<file path="src/rtl/wgt_buf_loader_if.sv">
// Weight stream input and weight-buffer write port of the loader.
// slave is the loader's view; master is the DMA/buffer side.
interface wgt_buf_loader_if #(parameter int DATA_WID = 16);
  logic                s_valid;
  logic [DATA_WID-1:0] s_data;
  logic                s_ready;
  logic                buf_wr_en;
  logic [7:0]          buf_wr_addr;
  logic [DATA_WID-1:0] buf_wr_data;

  modport master (output s_valid, s_data,
                  input  s_ready, buf_wr_en, buf_wr_addr, buf_wr_data);
  modport slave  (input  s_valid, s_data,
                  output s_ready, buf_wr_en, buf_wr_addr, buf_wr_data);
endinterface

</file>
<file path="src/rtl/wgt_buf_loader.sv">
// Loads one kernel set from the weight stream into one half of the
// ping-pong weight buffer, alternating halves and honouring release pulses.
//
// state     | meaning
// IDLE      | waiting for load_start
// CHECK     | validate kernel_size / word total, pick base address
// WAIT_HALF | target half still held by img2col
// LOAD      | accepting stream words, one buffer write per handshake
// DONE      | mark half full, report it, flip write pointer
module wgt_buf_loader #(
  parameter int         DATA_WID   = 16,
  parameter logic [7:0] HALF_BASE1 = 8'h80
) (
  input  logic       clock,
  input  logic       rst_n,
  input  logic       load_start,
  input  logic [6:0] chn_num,
  input  logic [3:0] kernel_size,
  input  logic [1:0] half_release,
  output logic [1:0] half_full,
  output logic       load_done,
  output logic       load_half,
  output logic       busy,
  output logic       err_cfg,
  wgt_buf_loader_if.slave bus
);

  typedef enum logic [2:0] {IDLE, CHECK, WAIT_HALF, LOAD, DONE} state_t;

  state_t      state, state_nxt;
  logic [6:0]  chn_r;
  logic [3:0]  ks_r;
  logic [6:0]  total_m1;
  logic [7:0]  base;
  logic [6:0]  cnt;
  logic        wr_ptr;
  logic [13:0] total;
  logic        ks_ok;
  logic        cfg_bad;
  logic        ld_hs;
  logic [1:0]  set_mask;

  // 14 bits holds the worst case 128 * 121 without wrapping
  always_comb begin
    total = (14'(chn_r) + 14'd1) * 14'(ks_r) * 14'(ks_r);
    case (ks_r)
      4'd1, 4'd3, 4'd5, 4'd7, 4'd9, 4'd11: ks_ok = 1'b1;
      default:                             ks_ok = 1'b0;
    endcase
    cfg_bad = !ks_ok || (total > 14'd128);
  end

  assign bus.s_ready = (state == LOAD);
  assign ld_hs       = (state == LOAD) && bus.s_valid;
  assign set_mask    = (state == DONE) ? (wr_ptr ? 2'b10 : 2'b01) : 2'b00;

  always_ff @(posedge clock or negedge rst_n) begin
    if (!rst_n) state <= IDLE;
    else        state <= state_nxt;
  end

  always_comb begin
    state_nxt = state;
    load_done = 1'b0;
    err_cfg   = 1'b0;
    busy      = (state != IDLE);
    case (state)
      IDLE:      if (load_start) state_nxt = CHECK;
      CHECK: begin
        if (cfg_bad) begin
          err_cfg   = 1'b1;
          state_nxt = IDLE;
        end else begin
          state_nxt = WAIT_HALF;
        end
      end
      WAIT_HALF: if (!half_full[wr_ptr]) state_nxt = LOAD;
      LOAD:      if (bus.s_valid && (cnt == total_m1)) state_nxt = DONE;
      DONE: begin
        load_done = 1'b1;
        state_nxt = IDLE;
      end
      default:   state_nxt = IDLE;
    endcase
  end

  always_ff @(posedge clock or negedge rst_n) begin
    if (!rst_n) begin
      chn_r           <= '0;
      ks_r            <= '0;
      total_m1        <= '0;
      base            <= '0;
      cnt             <= '0;
      wr_ptr          <= 1'b0;
      load_half       <= 1'b0;
      half_full       <= 2'b00;
      bus.buf_wr_en   <= 1'b0;
      bus.buf_wr_addr <= '0;
      bus.buf_wr_data <= {DATA_WID{1'b0}};
    end else begin
      if ((state == IDLE) && load_start) begin
        chn_r <= chn_num;
        ks_r  <= kernel_size;
      end
      if ((state == CHECK) && !cfg_bad) begin
        total_m1 <= 7'(total - 14'd1);
        base     <= wr_ptr ? HALF_BASE1 : 8'h00;
        cnt      <= '0;
      end
      bus.buf_wr_en <= ld_hs;
      if (ld_hs) begin
        bus.buf_wr_addr <= base + {1'b0, cnt};
        bus.buf_wr_data <= bus.s_data;
        cnt             <= cnt + 7'd1;
      end
      if (state == DONE) begin
        load_half <= wr_ptr;
        wr_ptr    <= ~wr_ptr;
      end
      // a DONE set beats a release of the same half in the same cycle
      half_full <= set_mask | (half_full & ~half_release);
    end
  end

endmodule

</file>
<file path="src/flat_wrapper.sv">
// flat-port wrapper written by rule: the top's interface ports become plain ports
module wgt_buf_loader_flat 
#(
  parameter int         DATA_WID   = 16,
  parameter logic [7:0] HALF_BASE1 = 8'h80
)
  (clock, rst_n, load_start, chn_num, kernel_size, half_release, half_full, load_done, load_half, busy, err_cfg, bus_s_valid, bus_s_data, bus_s_ready, bus_buf_wr_en, bus_buf_wr_addr, bus_buf_wr_data);
  wgt_buf_loader_if #(.DATA_WID(DATA_WID)) bus_i ();
  input  logic clock;
  input  logic rst_n;
  input  logic load_start;
  input  logic [6:0] chn_num;
  input  logic [3:0] kernel_size;
  input  logic [1:0] half_release;
  output logic [1:0] half_full;
  output logic load_done;
  output logic load_half;
  output logic busy;
  output logic err_cfg;
  input wire logic [$bits(bus_i.s_valid)-1:0] bus_s_valid;
  input wire logic [$bits(bus_i.s_data)-1:0] bus_s_data;
  output wire logic [$bits(bus_i.s_ready)-1:0] bus_s_ready;
  output wire logic [$bits(bus_i.buf_wr_en)-1:0] bus_buf_wr_en;
  output wire logic [$bits(bus_i.buf_wr_addr)-1:0] bus_buf_wr_addr;
  output wire logic [$bits(bus_i.buf_wr_data)-1:0] bus_buf_wr_data;
  assign bus_i.s_valid = bus_s_valid;
  assign bus_i.s_data = bus_s_data;
  assign bus_s_ready = bus_i.s_ready;
  assign bus_buf_wr_en = bus_i.buf_wr_en;
  assign bus_buf_wr_addr = bus_i.buf_wr_addr;
  assign bus_buf_wr_data = bus_i.buf_wr_data;
  wgt_buf_loader #(.DATA_WID(DATA_WID), .HALF_BASE1(HALF_BASE1)) u_core (.clock(clock), .rst_n(rst_n), .load_start(load_start), .chn_num(chn_num), .kernel_size(kernel_size), .half_release(half_release), .half_full(half_full), .load_done(load_done), .load_half(load_half), .busy(busy), .err_cfg(err_cfg), .bus(bus_i));
endmodule
</file>
<file path="config.mk">
export PLATFORM = sky130hd
export DESIGN_NAME = wgt_buf_loader_flat
export DESIGN_NICKNAME = d
export VERILOG_FILES = /design/src/rtl/wgt_buf_loader_if.sv /design/src/rtl/wgt_buf_loader.sv /design/src/flat_wrapper.sv
export SDC_FILE = /design/constraint.sdc
export NUM_CORES = 1
export LEC_CHECK = 0
export BUFFER_PORTS_ARGS = -buffer_cell sky130_fd_sc_hd__buf_2
export CAP_MARGIN = 40
export CORE_MARGIN = 2
export CORE_UTILIZATION = 60
export CTS_BUF_LIST = sky130_fd_sc_hd__clkbuf_8
export DETAILED_ROUTE_END_ITERATION = 7
export GPL_TIMING_DRIVEN = 0
export PLACE_DENSITY = 0.82
export SYNTH_ARGS = -nofsm -noshare
export SYNTH_HDL_FRONTEND = slang
export SYNTH_SLANG_ARGS = --single-unit
</file>
<file path="constraint.sdc">
create_clock -name clock -period 9.2 [get_ports clock]
set_input_delay 1.38 -clock clock [delete_from_list [all_inputs] [get_ports clock]]
set_output_delay 1.38 -clock clock [all_outputs]
set_load 0.005 [all_outputs]
</file>
==> results.py, run 1 <==
metrics = {
    "clocking": {
        "root_buffer": "clkbuf_8",
        "clk_path_buf_depth": 2,
        "cts_tree": "done",
        "numCtsBuffers": 9,
        "clock_latency_ps": 330,
        "cts_hold_buf": 0,
        "clk_pin_slew_ps": 60,
        "cts_max_level": 3,
        "clock-sinks": 58,
        "postCtsSetupBuffers": 0,
    },
    "sta": {
        "fin_crit_sh_pct": 95.9,
        "setup_slack_ps": 379,
        "fmax_ghz": 0.113,
        "finalClockSkew_ps": 9.67,
        "slew_headroom_pct": 53.3,
        "worstMarginPinSlew_ps": 699,
        "timing.setup.tns_ps": 0,
        "finalHoldViolations": 0,
        "setup_viol_count_final": 0,
        "slew_viol_final": 0,
        "grt_setup_unrepaired": "no",
        "min_period_ps": 8820,
    },
    "setup_path": {
        "critPathCaptureType": "output port",
        "required_ps": 7820,
        "crit_fanout": 8,
        "crit_buf_inv": 5,
        "cp_slowest_cell": "fa_1",
        "start_kind": "register",
        "cp_top_family": "adder cells",
        "worstPathArrival_ps": 7440,
        "cpPeakStageDelay_ps": 520,
        "worstSetupPathType": "reg2out",
    },
    "drt": {
        "first_pass_iters": 5,
        "wl_per_cell_um": 15.0,
        "drtIter0Drc": 438,
        "drc_errors": 0,
        "vias_per_cell": 5.66,
        "vias": 4345,
        "final_antenna_net_count": 0,
        "wl_mm": 11.6,
    },
    "synth": {
        "ys_warn_count": 0,
        "ys_seq_area_share_pct": 28.5,
        "netlist.area_leader.share_pct": 28.5,
        "synthCells": 582,
        "synth_xor_area_share_pct": 5.27,
        "async_flop_share_pct": 100,
        "avgSynthCellArea_um2": 8.74,
        "yosysTopAreaCell": "dfrtp_1",
        "synth_area_leaders": "dfrtp_1 (29%), fa_1 (13%), nand2_1 (8.6%)",
        "yosysUniqueCellTypes": 53,
        "muxShareOfSynthArea_pct": 5.46,
        "ys_ff_latch": 58,
        "ys.flop_type": "dfrtp_1",
        "synthSimpleGateAreaFrac_pct": 23.3,
        "synthesis.nets": 682,
        "synth-edff-count": 0,
        "synth-compound-area-share_pct": 9.50,
        "synth_top_family_by_area": "simple AND/OR/NAND/NOR gates",
        "synth_adder_area_share_pct": 21.4,
        "syn_area_mm2": 0.00508,
    },
    "floorplanning": {
        "die_h_um": 96.1,
        "floorplan.initialDensity_pct": 61.9,
        "ios": 65,
        "rows": 33,
        "die_w_um": 96.1,
        "core_area_mm2": 0.00822,
        "dieArea_mm2": 0.00923,
    },
    "layout": {
        "fillers": 595,
        "n_antenna_cell": 0,
        "num-nets-final": 758,
        "instances_no_fill": 768,
        "fin_area_mm2": 0.00579,
        "layout-drive-gt1-share_pct": 17.3,
        "syn2layout_area_growth_pct": 13.9,
    },
    "grt": {
        "grt.total_usage_pct": 27.3,
        "grt_first_pass_wirelength_mm": 19.6,
        "gr-total-overflow": 0,
        "grt_max_degree": 33,
        "antenna_found_initial": 0,
        "grt_pass1_vias": 4289,
    },
    "place": {
        "preCtsSetupSlack_ps": 641,
        "placed_area_mm2": 0.00556,
        "dp.cells": 752,
        "port_buffers": 64,
        "globalplace.congestion": 0.905,
        "hpwl_mm": 8.92,
    },
    "status": {
        "status": "completed",
    },
    "min_path": {
        "min_path_type": "reg2reg",
    },
    "flow_run": {
        "max_cap_viol_count": 0,
    },
}
==> registers in the layout, indices dropped and copies added, names as in the netlist <==
name,count
u_core.base,1
u_core.bus.buf_wr_addr,8
u_core.bus.buf_wr_data,16
u_core.bus.buf_wr_en,1
u_core.chn_r,7
u_core.cnt,7
u_core.half_full,2
u_core.ks_r,4
u_core.load_half,1
u_core.state,3
u_core.total_m1,7
u_core.wr_ptr,1
==> path summary, 6_finish.rpt <==
kind,depth (start not counted),from,to,slack (ps)
max,29,u_core.chn_r[0]$_DFFE_PN0P_,err_cfg,380
min,2,u_core.bus.buf_wr_addr[1]$_DFFE_PN0P_,u_core.bus.buf_wr_addr[1]$_DFFE_PN0P_,470
max reg2reg,28,u_core.chn_r[0]$_DFFE_PN0P_,u_core.total_m1[5]$_DFFE_PN0P_,1740
min reg2reg,2,u_core.bus.buf_wr_addr[1]$_DFFE_PN0P_,u_core.bus.buf_wr_addr[1]$_DFFE_PN0P_,470
max in group asynchronous,2,rst_n,u_core.bus.buf_wr_data[7]$_DFFE_PN0P_,7560
min in group asynchronous,1,rst_n,u_core.bus.buf_wr_addr[1]$_DFFE_PN0P_,1050
==> worst reg2reg max path, delay by kind of cell (launching register included) <==
family	cells	cell delay [ps]
simple gates	6	1120
compound gates	6	1360
xor+xnor	2	360
buf+inv	5	360
mux	2	590
fa+ha+maj	7	3080
flops	1	470
==> repair_timing <==
item                                    CTS  global route
endpoints found under the setup margin    0             1
endpoints found under the hold margin     0             0
gates resized for setup                   0            10
==> logic make-up after synthesis <==
group                    Yosys count
AND/OR/NAND/NOR                  242
buffers and inverters             87
AO/OA/AOI/OAI                     75
adder cells (fa/ha/maj)           67
flip-flops                        58
XOR/XNOR                          29
multiplexers                      24
==> area by class of cell <==
class | count | area (um2) | share of cell area [%]
Multi-Input combinational cell | 437 | 3340 | 57.6
Sequential cell | 58 | 1450 | 25.1
Timing Repair Buffer | 65 | 340 | 5.87
Inverter | 69 | 259 | 4.47
Clock buffer | 10 | 138 | 2.38
Tap cell | 105 | 131 | 2.27
Buffer | 18 | 75.1 | 1.30
Clock inverter | 6 | 57.6 | 0.994
==> Yosys cell counts, types with 4 or more instances <==
cell type and instances:
ha_1 34, o21a_1 6, nand2b_1 11, nor2_1 17
nand2_1 116, xor2_1 11, o211ai_1 6, o21ai_0 19
and2_1 34, or3_1 6, nand4_1 4, nand3_1 7
and3_1 5, fa_1 33, nor3_1 6, clkbuf_1 16
nor4_1 5, xnor2_1 17, a21oi_1 19, mux2_2 18
nor2b_1 22, inv_1 69, dfrtp_1 58
==> stage by stage <==
step | hold slack, ps | util, %
finish | 470 | 70.5
floorplan | 435 | -
detailed placement | 458 | 67.6
CTS | 473 | 70.0
global route | 499 | 70.5
global placement | 454 | 67.4
==> placed cells by master (no fill, tap or decap), types with 18 or more instances in the layout <==
cell and count:
dfrtp_1 57, ha_1 34, nand2_1 116, and2_1 34, o21ai_0 18, buf_2 64, mux2_2 18, nor2b_1 22
fa_1 33, inv_1 70, a21oi_1 19
==> layer usage <==
| metal | vias up | GRT usage [%] | wire [um] |
|---|---|---|---|
| met5 | - | 0 | 0 |
| met4 | 0 | 5.60 | 153 |
| met3 | 19 | 6.11 | 675 |
| met2 | 148 | 44.8 | 5590 |
| met1 | 2129 | 37.4 | 5130 |
| li1 | 2049 | - | - |
Power of run 1 is not shown: default switching activity piles up to over one toggle a cycle in this logic, so the estimate is an artifact.
==> run 2, diff against run 1 <==
CORE_UTILIZATION = 59   (was 60)
CTS_BUF_LIST = sky130_fd_sc_hd__clkbuf_16   (was sky130_fd_sc_hd__clkbuf_8)
MAX_ROUTING_LAYER = met4   (was default)
PLACE_DENSITY = 0.81   (was 0.82)
TNS_END_PERCENT = 10   (was default)
==> results.py, run 2 (synthesized netlist as in run 1, its figures left out) <==
metrics = {
    "layout": {
        "fillers": 578,
        "layout-drive-gt1-share_pct": 17.1,
        "largest_reg_flops": 16,
        "num-nets-final": 760,
        "layout_common_cells": "nand2_1 (116), inv_1 (69), buf_2 (64)",
        "regArea_mm2": 0.00145,
        "n_antenna_cell": 0,
        "layout_commonest_cell": "nand2_1",
        "syn2layout_area_growth_pct": 16.3,
        "multiInputGateArea_mm2": 0.00332,
        "regMostFlops": "u_core.bus.buf_wr_data",
        "top_regs": "u_core.bus.buf_wr_data x16, u_core.bus.buf_wr_addr x8",
    },
    "sta": {
        "finalClockSkew_ps": 6.08,
        "finalHoldViolations": 0,
        "slew_viol_final": 0,
        "worstMarginPinSlew_ps": 692,
        "slew_headroom_pct": 53.7,
        "grt_setup_unrepaired": "no",
        "min_period_ps": 8940,
        "fin_crit_sh_pct": 97.2,
        "setup_viol_count_final": 0,
        "fmax_ghz": 0.112,
        "hold_ws_ps": 467,
        "timing.setup.tns_ps": 0,
    },
    "drt": {
        "wl_per_cell_um": 15.6,
        "final_antenna_net_count": 0,
        "vias_per_cell": 5.61,
        "wl_mm": 12.0,
        "vias": 4321,
        "drc_errors": 0,
        "drtIter0Drc": 245,
        "first_pass_iters": 5,
    },
    "clocking": {
        "root_buffer": "clkbuf_16",
        "numCtsBuffers": 9,
        "cts_tree": "done",
        "clk_path_buf_depth": 2,
        "clock-sinks": 58,
        "cts_max_level": 3,
        "cts_hold_buf": 0,
        "clk_pin_slew_ps": 60,
        "clock_latency_ps": 330,
    },
    "place": {
        "port_buffers": 64,
        "hpwl_mm": 8.88,
        "globalplace.congestion": 0.904,
    },
    "min_path": {
        "min_path_type": "reg2reg",
        "min_delay_path_depth": 2,
    },
    "setup_path": {
        "start_kind": "register",
        "cp_slowest_cell": "fa_1",
        "rr_worst_depth": 27,
        "path_depth": 27,
        "cpPeakStageDelay_ps": 530,
        "worstSetupPathType": "reg2out",
        "worstPathArrival_ps": 7560,
        "crit_buf_inv": 7,
        "critPathCaptureType": "output port",
        "crit_fanout": 10,
        "required_ps": 7820,
        "cp_top_family": "adder cells",
    },
    "floorplanning": {
        "core_area_mm2": 0.00830,
        "floorplan.initialDensity_pct": 61.3,
        "die_w_um": 96.8,
        "die_h_um": 96.8,
        "ios": 65,
        "rows": 33,
        "dieArea_mm2": 0.00938,
    },
    "grt": {
        "gr-total-overflow": 0,
        "grt_pass1_vias": 4386,
        "grt_first_pass_wirelength_mm": 20.2,
        "grt_max_degree": 39,
        "grt.total_usage_pct": 27.2,
        "antenna_found_initial": 0,
    },
    "status": {
        "status": "completed",
    },
    "flow_run": {
        "max_cap_viol_count": 0,
    },
}
[run 2: changes by cell type in the layout (fill, tap and decap cells not counted), sizes merged]
cell,previous run,this run
clkinv,4,2
clkinvlp,0,2
buf,67,69
clkbuf,26,25
bufinv,1,2
[run 2: final timing paths]
path / slack [ps] / startpoint / to
setup / recovery: 260 / u_core.ks_r[3]$_DFFE_PN0P_ / err_cfg
hold / removal: 470 / u_core.bus.buf_wr_addr[3]$_DFFE_PN0P_ / u_core.bus.buf_wr_addr[3]$_DFFE_PN0P_
setup reg to reg: 1620 / u_core.ks_r[3]$_DFFE_PN0P_ / u_core.total_m1[6]$_DFFE_PN0P_
hold reg to reg: 470 / u_core.bus.buf_wr_addr[3]$_DFFE_PN0P_ / u_core.bus.buf_wr_addr[3]$_DFFE_PN0P_
max in group asynchronous: 7590 / rst_n / u_core.chn_r[0]$_DFFE_PN0P_
min in group asynchronous: 1020 / rst_n / u_core.bus.buf_wr_addr[1]$_DFFE_PN0P_
[run 2: routing by layer]
layer	global-route usage, %	routed length [um]
met1	35.0	5330
met2	43.3	5770
met3	4.62	554
met4	10.6	339
met5	-	0
[run 2: cell type report]
class,count,area share (%)
multi-input combinational,437,56.2
sequential,58,24.6
timing repair buffer,67,6.01
inverter,69,4.38
clock buffer,9,3.81
tap,105,2.22
clock inverter,7,1.57
buffer,18,1.27
[run 2: through the flow]
stage                     instance area (um2)  std cells  util (%)  setup slack, ps
final                                    5910        770      71.3              259
after global routing                     5910        770      71.3             13.3
after CTS                                5870        768      70.8              211
after detailed placement                 5560        752      67.0              613
after global placement                   5540        751      66.7              799
after floorplan                          5080        582         -             1460
[run 2: repair_timing]
item                                    in CTS  in global routing
endpoints found under the setup margin       0                  1
resized for setup                            0                  6
setup buffers                                0                  2
[run 2: worst min-delay path, stage by stage (launching register included)]
cell and delay, ps:
dfrtp_1 330, nand2_1 50, nand2_1 50
Power of run 2 is left out for the same reason.
==> run 3, diff against run 2 <==
CORE_UTILIZATION = 60   (was 59)
CTS_BUF_LIST = sky130_fd_sc_hd__clkbuf_4   (was sky130_fd_sc_hd__clkbuf_16)
PLACE_DENSITY = 0.82   (was 0.81)
SLEW_MARGIN = 20   (was default)
==> results.py, run 3 (synthesized netlist as in run 1, its figures left out) <==
metrics = {
    "sta": {
        "fmax_ghz": 0.111,
        "worstMarginPinSlew_ps": 716,
        "fin_crit_sh_pct": 97.6,
        "min_period_ps": 8980,
        "finalClockSkew_ps": 18.9,
        "slew_headroom_pct": 52.2,
        "finalHoldViolations": 0,
        "setup_viol_count_final": 0,
        "slew_viol_final": 0,
    },
    "floorplanning": {
        "ios": 65,
        "dieArea_mm2": 0.00923,
        "floorplan.initialDensity_pct": 61.9,
        "core_area_mm2": 0.00822,
        "die_h_um": 96.1,
        "rows": 33,
        "die_w_um": 96.1,
    },
    "setup_path": {
        "worstSetupPathType": "reg2out",
        "worstPathArrival_ps": 7600,
        "start_kind": "register",
        "critPathCaptureType": "output port",
        "r2r_end": "u_core.total_m1[6]$_DFFE_PN0P_",
        "cpPeakStageDelay_ps": 560,
        "cp_slowest_cell": "fa_1",
        "cp-startpoint": "u_core.chn_r[0]$_DFFE_PN0P_",
        "reg2reg_slack_ps": 1680,
        "required_ps": 7820,
        "crit_fanout": 8,
        "r2r-start": "u_core.chn_r[0]$_DFFE_PN0P_",
        "rr_worst_depth": 28,
    },
    "layout": {
        "num-nets-final": 759,
        "layout-drive-gt1-share_pct": 17.6,
        "instances_no_fill": 769,
        "largest_reg_flops": 16,
        "layout_common_cells": "nand2_1 (116), inv_1 (69), buf_2 (64)",
        "regMostFlops": "u_core.bus.buf_wr_data",
        "top_regs": "u_core.bus.buf_wr_data x16, u_core.bus.buf_wr_addr x8",
        "syn2layout_area_growth_pct": 13.0,
        "layout_commonest_cell": "nand2_1",
        "n_antenna_cell": 0,
    },
    "grt": {
        "antenna_found_initial": 0,
        "grt_max_degree": 59,
        "grt.total_usage_pct": 28.2,
        "grt_pass1_vias": 4308,
        "grt_first_pass_wirelength_mm": 19.6,
        "gr-total-overflow": 0,
    },
    "drt": {
        "final_antenna_net_count": 0,
        "vias_per_cell": 5.58,
        "first_pass_iters": 5,
        "drc_errors": 0,
        "drtIter0Drc": 271,
        "wl_per_cell_um": 15.0,
        "vias": 4291,
        "wl_mm": 11.5,
    },
    "min_path": {
        "hold_start": "u_core.bus.buf_wr_addr[1]$_DFFE_PN0P_",
        "holdPathEnd": "u_core.bus.buf_wr_addr[1]$_DFFE_PN0P_",
        "min_delay_path_depth": 2,
        "min_path_type": "reg2reg",
    },
    "clocking": {
        "clock-sinks": 58,
        "numCtsBuffers": 9,
        "clk_pin_slew_ps": 100,
        "clock_latency_ps": 400,
        "root_buffer": "clkbuf_4",
        "clk_path_buf_depth": 2,
        "cts_max_level": 3,
        "cts_tree": "done",
        "cts_hold_buf": 0,
    },
    "place": {
        "globalplace.congestion": 0.920,
        "port_buffers": 64,
        "dp.cells": 751,
        "hpwl_mm": 8.78,
    },
    "flow_run": {
        "max_cap_viol_count": 0,
    },
    "status": {
        "status": "completed",
    },
}
[run 3: cell count changes in the layout (fill, tap and decap cells not counted), moves of 2 or more]
cell / before / now
clkbuf_1: 16 / 14
clkbuf_16: 9 / 0
clkbuf_4: 0 / 10
clkinvlp_4: 2 / 0
[run 3: cell type report]
| class | count | area (um2) |
|---|---|---|
| multi-input combinational | 437 | 3330 |
| inverter | 69 | 259 |
| buffer | 18 | 77.6 |
| sequential | 58 | 1450 |
| tap | 105 | 131 |
| timing repair buffer | 66 | 338 |
| clock buffer | 10 | 75.1 |
| fill | 624 | 2470 |
| clock inverter | 6 | 81.3 |
[run 3: repair_timing]
| item | 4_1_cts | 5_1_grt |
|---|---|---|
| buffers inserted | 0 | 2 |
| hold endpoints to repair | 0 | 0 |
| gates resized for setup | 0 | 14 |
| endpoints found under the setup margin | 0 | 1 |
[run 3: worst max-delay path: cells and delay by family, from the launching register on]
family / cells / cell delay (ps)
buffers and inverters: 5 / 360
AO/OA/AOI/OAI: 6 / 1210
XOR/XNOR: 4 / 960
adder cells (fa/ha/maj): 7 / 3060
AND/OR/NAND/NOR: 5 / 840
flip-flops: 1 / 480
multiplexers: 1 / 300
[run 3: through the flow]
step / TNS (ps) / hold slack, ps / util, % / area (um2) / worst slack (ps)
4_1_cts: 0 / 483 / 69.3 / 5700 / 172
2_1_floorplan: 0 / 435 / - / 5080 / 1460
3_3_place_gp: 0 / 454 / 67.4 / 5540 / 812
5_1_grt: -169 / 513 / 69.9 / 5750 / -169
6_report: 0 / 476 / 69.9 / 5750 / 222
3_5_place_dp: 0 / 458 / 67.4 / 5540 / 634
[run 3: how the worst max path moves through the flow]
stage	to	slack, ps	depth (start not counted)
2_1_floorplan	err_cfg	1460	27
3_3_place_gp	err_cfg	810	29
3_5_place_dp	err_cfg	630	28
4_1_cts	err_cfg	170	27
5_1_grt	err_cfg	-170	29
6_report	err_cfg	220	28
[run 3: per-layer routing]
metal  global-route usage (%)  vias to the layer above  wire length, um  part of all wire (%)
li1                         -                     2046                -                     -
met1                     38.1                     2059             5080                    44
met2                     44.7                      166             5570                    48
met3                     4.23                       20              676                   5.9
met4                     7.98                        0              218                   1.9
met5                        -                        -                0                     0
Power of run 3 is left out for the same reason.
